`src/rtl/cfg_chain_loader.sv`:
```
// Streams host config words MSB-first into a tile scan chain.
// Ports: start/abort control; in_valid/in_ready/in_data host words;
//   cfg_en/cfg_dout chain head; busy/done/err status.
module cfg_chain_loader #(
  parameter int WORD_W    = 8,
  parameter int CHAIN_LEN = 48,
  parameter int TIMEOUT   = 16
) (
  input  logic              clk,
  input  logic              nrst,
  input  logic              start,
  input  logic              abort,
  input  logic              in_valid,
  output logic              in_ready,
  input  logic [WORD_W-1:0] in_data,
  output logic              cfg_en,
  output logic              cfg_dout,
  output logic              busy,
  output logic              done,
  output logic              err
);

  localparam int BLW = $clog2(WORD_W + 1);
  localparam int BCW = $clog2(CHAIN_LEN + 1);
  localparam int ICW = $clog2(TIMEOUT + 1);

  localparam logic [BLW-1:0] BL_ONE  = BLW'(1);
  localparam logic [BLW-1:0] BL_FULL = BLW'(WORD_W);
  localparam logic [BCW-1:0] BC_ONE  = BCW'(1);
  localparam logic [BCW-1:0] BC_LAST = BCW'(CHAIN_LEN - 1);
  localparam logic [ICW-1:0] IC_ONE  = ICW'(1);
  localparam logic [ICW-1:0] IC_LAST = ICW'(TIMEOUT - 1);

  typedef enum logic [1:0] {
    IDLE,
    LOAD,
    DONE
  } state_t;

  state_t            state, state_n;
  logic [WORD_W-1:0] shreg, shreg_n;
  logic [BLW-1:0]    bits_left, bits_left_n;
  logic [BCW-1:0]    bit_cnt, bit_cnt_n;
  logic [ICW-1:0]    idle_cnt, idle_cnt_n;
  logic              done_n, err_n;
  logic              accept;

  assign busy     = (state == LOAD);
  assign cfg_en   = busy && (bits_left != '0);
  assign cfg_dout = cfg_en && shreg[WORD_W-1];

  // Accept on the last bit of a word too, so words stream
  // without a bubble, unless that bit completes the chain.
  assign in_ready = busy &&
    ((bits_left == '0) ||
     (bits_left == BL_ONE && bit_cnt < BC_LAST));

  assign accept = in_valid && in_ready;

  always_ff @(posedge clk or negedge nrst) begin
    if (!nrst) begin
      state     <= IDLE;
      shreg     <= '0;
      bits_left <= '0;
      bit_cnt   <= '0;
      idle_cnt  <= '0;
      done      <= 1'b0;
      err       <= 1'b0;
    end else begin
      state     <= state_n;
      shreg     <= shreg_n;
      bits_left <= bits_left_n;
      bit_cnt   <= bit_cnt_n;
      idle_cnt  <= idle_cnt_n;
      done      <= done_n;
      err       <= err_n;
    end
  end

  always_comb begin
    state_n     = state;
    shreg_n     = shreg;
    bits_left_n = bits_left;
    bit_cnt_n   = bit_cnt;
    idle_cnt_n  = idle_cnt;
    done_n      = done;
    err_n       = err;
    if (abort) begin
      state_n     = IDLE;
      bits_left_n = '0;
      idle_cnt_n  = '0;
    end else begin
      unique case (state)
        IDLE, DONE: begin
          if (start) begin
            state_n     = LOAD;
            bits_left_n = '0;
            bit_cnt_n   = '0;
            idle_cnt_n  = '0;
            done_n      = 1'b0;
            err_n       = 1'b0;
          end
        end
        LOAD: begin
          if (cfg_en) begin
            shreg_n     = shreg << 1;
            bits_left_n = bits_left - BL_ONE;
            bit_cnt_n   = bit_cnt + BC_ONE;
          end
          if (accept) begin
            shreg_n     = in_data;
            bits_left_n = BL_FULL;
          end
          if (cfg_en || accept) begin
            idle_cnt_n = '0;
          end else begin
            idle_cnt_n = idle_cnt + IC_ONE;
          end
          // Completion drops any unshifted tail of the last word.
          if (cfg_en && bit_cnt == BC_LAST) begin
            state_n     = DONE;
            done_n      = 1'b1;
            bits_left_n = '0;
          end else if (!cfg_en && !accept &&
                       idle_cnt == IC_LAST) begin
            state_n    = IDLE;
            err_n      = 1'b1;
            idle_cnt_n = '0;
          end
        end
        default: state_n = IDLE;
      endcase
    end
  end

endmodule

```
`config.mk`:
```
export PLATFORM = sky130hd
export DESIGN_NAME = cfg_chain_loader
export DESIGN_NICKNAME = d
export VERILOG_FILES = /design/src/rtl/cfg_chain_loader.sv
export SDC_FILE = /design/constraint.sdc
export NUM_CORES = 1
export LEC_CHECK = 0
export ABC_AREA = 1
export BUFFER_PORTS_ARGS = -buffer_cell sky130_fd_sc_hd__buf_2
export CAP_MARGIN = 20
export CORE_MARGIN = 2
export CORE_UTILIZATION = 47
export DETAILED_ROUTE_END_ITERATION = 6
export PLACE_DENSITY = 0.77
export SYNTH_ARGS = -nofsm -noshare
export SYNTH_HDL_FRONTEND = slang
export SYNTH_SLANG_ARGS = --single-unit
```
`constraint.sdc`:
```
create_clock -name clk -period 4.1 [get_ports clk]
set_input_delay 0.41 -clock clk [delete_from_list [all_inputs] [get_ports clk]]
set_output_delay 0.41 -clock clk [all_outputs]
set_load 0.01 [all_outputs]
```
==> reports/metrics.cfg <==
[run_status]
outcome = finished clean

[route]
post_drt_wl_per_cell_um = 11.3
drt_iter0_drc = 109
highest_layer = met4
drt-met1-wl_um = 1510
drc = 0
vias_per_cell = 4.87
dr_total_vias = 1321
dr_wl_met2_um = 1380
dr_wl_met3_um = 105
drt-total-wl_um = 3050
drt-pass1-iter-count = 4
ant_nets = 0

[floorplan]
die_h_um = 63.1
die-area_sq_um = 3990
dieWidth_um = 63.1
ioPinCount = 19
start_util_pct = 49.3
num_rows = 21
core_area_sq_um = 3340

[final_layout]
nNetsFinal = 244
diodes = 0
syn_to_final_growth_pct = 8.45
drive_above_1_share_pct = 20.4

[placed_design]
routabilityCongestion = 0.808
dp_hpwl_um = 2340
port_buffers = 18

[sta]
tightest_slew_ps = 597
fin_setup_tns_ps = 0
drv_slew = 0
slew_headroom_pct = 60.2
min_period_ps = 2060
fin_skew_ps = 6.40
final_hold_viol_count = 0
fmax_ghz = 0.487
rsz0062_at_grt = no
finalSetupViolations = 0
fin_crit_sh_pct = 50.1

[cts]
ctsHoldBuffers = 0
cts.sinks = 27
tritoncts = built
cts_root_buffer = clkbuf_4
cts_setup_buffers = 0
cts_resized = 0
htree_levels = 1
clk_latency_ps = 330
clock_path_buffers = 2
cts_buffers = 3
clk_pin_slew_worst_paths_ps = 140

[power]
p_comb_share_pct = 31.0
p_int_uw = 416
irDropWorstVdd_mv = 0.224
seq_power_share_pct = 51.0
powerDensity_nw_per_um2 = 362
p_total_uw = 645
clkPwrFrac_pct = 18.0
switching_share_pct = 35.4
switchingPower_uw = 229
power.leakage_uw = 0.000920

[yosys]
ys_seq_area_share_pct = 41.1
synth_area_leaders = dfrtp_1 (41%), inv_1 (8.7%), nand2_1 (8.2%)
synth-seq-cells = 27
yosysTopAreaCell = dfrtp_1
syn_area_sq_um = 1640
synth_cells = 207
yosysUniqueCellTypes = 33
synth_top_area_share_pct = 41.1
syn-num-nets = 225
ys_warn_count = 0
syn_area_per_cell_sq_um = 7.94

[global_route]
grt.overflow.total = 0
grt_start_max_net_pins = 28
grt_first_pass_wirelength_um = 5530
grt_usage_pct = 17.4
grt_antenna_before_repair = 0
grt_pass1_vias = 1284

[setup_path]
crit_buf_inv = 3
critPathCaptureType = output port
slowest_stage = dfrtp_1
crit_type = register to output port
reg2reg_slack_ps = 2480
r2r-start = bits_left[0]$_DFFE_PN0P_
cp-startpoint = bits_left[0]$_DFFE_PN0P_
worstPathMaxFanout = 9
critical_path.startpoint_type = register
worstPathRequired_ps = 3690
worstPathCellList = inv_1, ha_1, inv_1, nor2_4, nand2_4, nand2_4, buf_2
reg2reg_to = idle_cnt[3]$_DFFE_PN0P_
cp.arrival_ps = 1650
reg2reg_depth = 7
cpLargestDelayFamily = flip-flops
path_depth = 7
critPathMaxStageDelay_ps = 440

[worst_hold_path]
hold_path.class = primary input to asynchronous set/reset pin

[job]
cap_viol_max_count = 0

-- registers in the layout, indices dropped and copies added (netlist names) --
register and flops:
shreg 8, bit_cnt 6, idle_cnt 5, bits_left 4, state 2, done 1
err 1
-- worst max path at each step --
stage | to | slack [ps]
global placement | in_ready | 2470
detailed placement | in_ready | 2430
global route | in_ready | 1960
CTS | in_ready | 2040
finish | in_ready | 2040
floorplan | bits_left[1]$_DFFE_PN0P_ | 2620
-- final cells by class --
| class | instances | area, sq um |
|---|---|---|
| clock buffer | 4 | 26.3 |
| timing repair buffer | 18 | 90.1 |
| sequential | 27 | 676 |
| fill | 342 | 1550 |
| multi-input combinational | 135 | 779 |
| tap | 46 | 57.6 |
| inverter | 41 | 154 |
-- Yosys cell counts --
master    instances
ha_1              5
nor3_2            1
o21a_1            1
a31oi_1           1
o21ai_1          10
o31ai_1           1
nor2_4            3
buf_6             2
nand4_1           3
or4_1             1
a21oi_1           4
nor2_2            3
o21ai_2           1
nor2_1           12
dfrtp_1          27
buf_2             1
or2_2             1
buf_4             1
a32o_1            1
nor3_1            1
nor2_8            1
o22ai_1           3
nor3b_2           1
o21bai_1          2
inv_2             3
o21ai_0           6
inv_1            38
nand3_2           1
xor2_1            2
nand2_1          36
nand3_1          24
nand2_2           6
nand2_4           4
-- through the flow --
step	setup slack (ps)	hold WS, ps	std cells	cell area, sq um	util (%)
after global placement	2470	455	267	1760	52.6
after floorplan	2620	114	207	1640	-
after global routing	1960	98.7	271	1780	53.4
final	2040	59.1	271	1780	53.4
after CTS	2040	80.6	271	1780	53.4
after detailed placement	2430	458	267	1760	52.6
-- power by group through the flow --
stage / Sequential, uW / Combinational (uW) / Clock, uW
after floorplan: 329 / 160 / 0
after global placement: 332 / 196 / 0
after detailed placement: 335 / 200 / 0
after CTS: 329 / 201 / 122
after global routing: 334 / 233 / 131
final: 329 / 200 / 116
-- layout by cell type, fill, tap and decap left out, drive strengths merged --
cell	n
a21oi	4
a31oi	1
a32o	1
buf	18
clkbuf	4
dfrtp	27
ha	5
inv	41
nand2	46
nand3	25
nand4	3
nor2	19
nor3	2
nor3b	1
o21a	1
o21ai	17
o21bai	2
o22ai	3
o31ai	1
or2	1
or4	1
xor2	2
-- logic make-up (layout without fill, tap and decap cells) --
family          after synthesis  after routing  share of synthesized area [%]
simple gates                 98             98                           32.0
compound gates               30             30                           10.6
fa+ha+maj                     5              5                           3.81
buf+inv                      45             63                           11.5
flops                        27             27                           41.1
xor+xnor                      2              2                           1.07
-- metal layers --
layer | vias to the layer above | global-route usage [%]
met5 | - | 0
met4 | 0 | 7.50
met3 | 7 | 3.93
met2 | 18 | 26.1
met1 | 603 | 24.0
li1 | 693 | -
(Power assumes the default switching activity.)
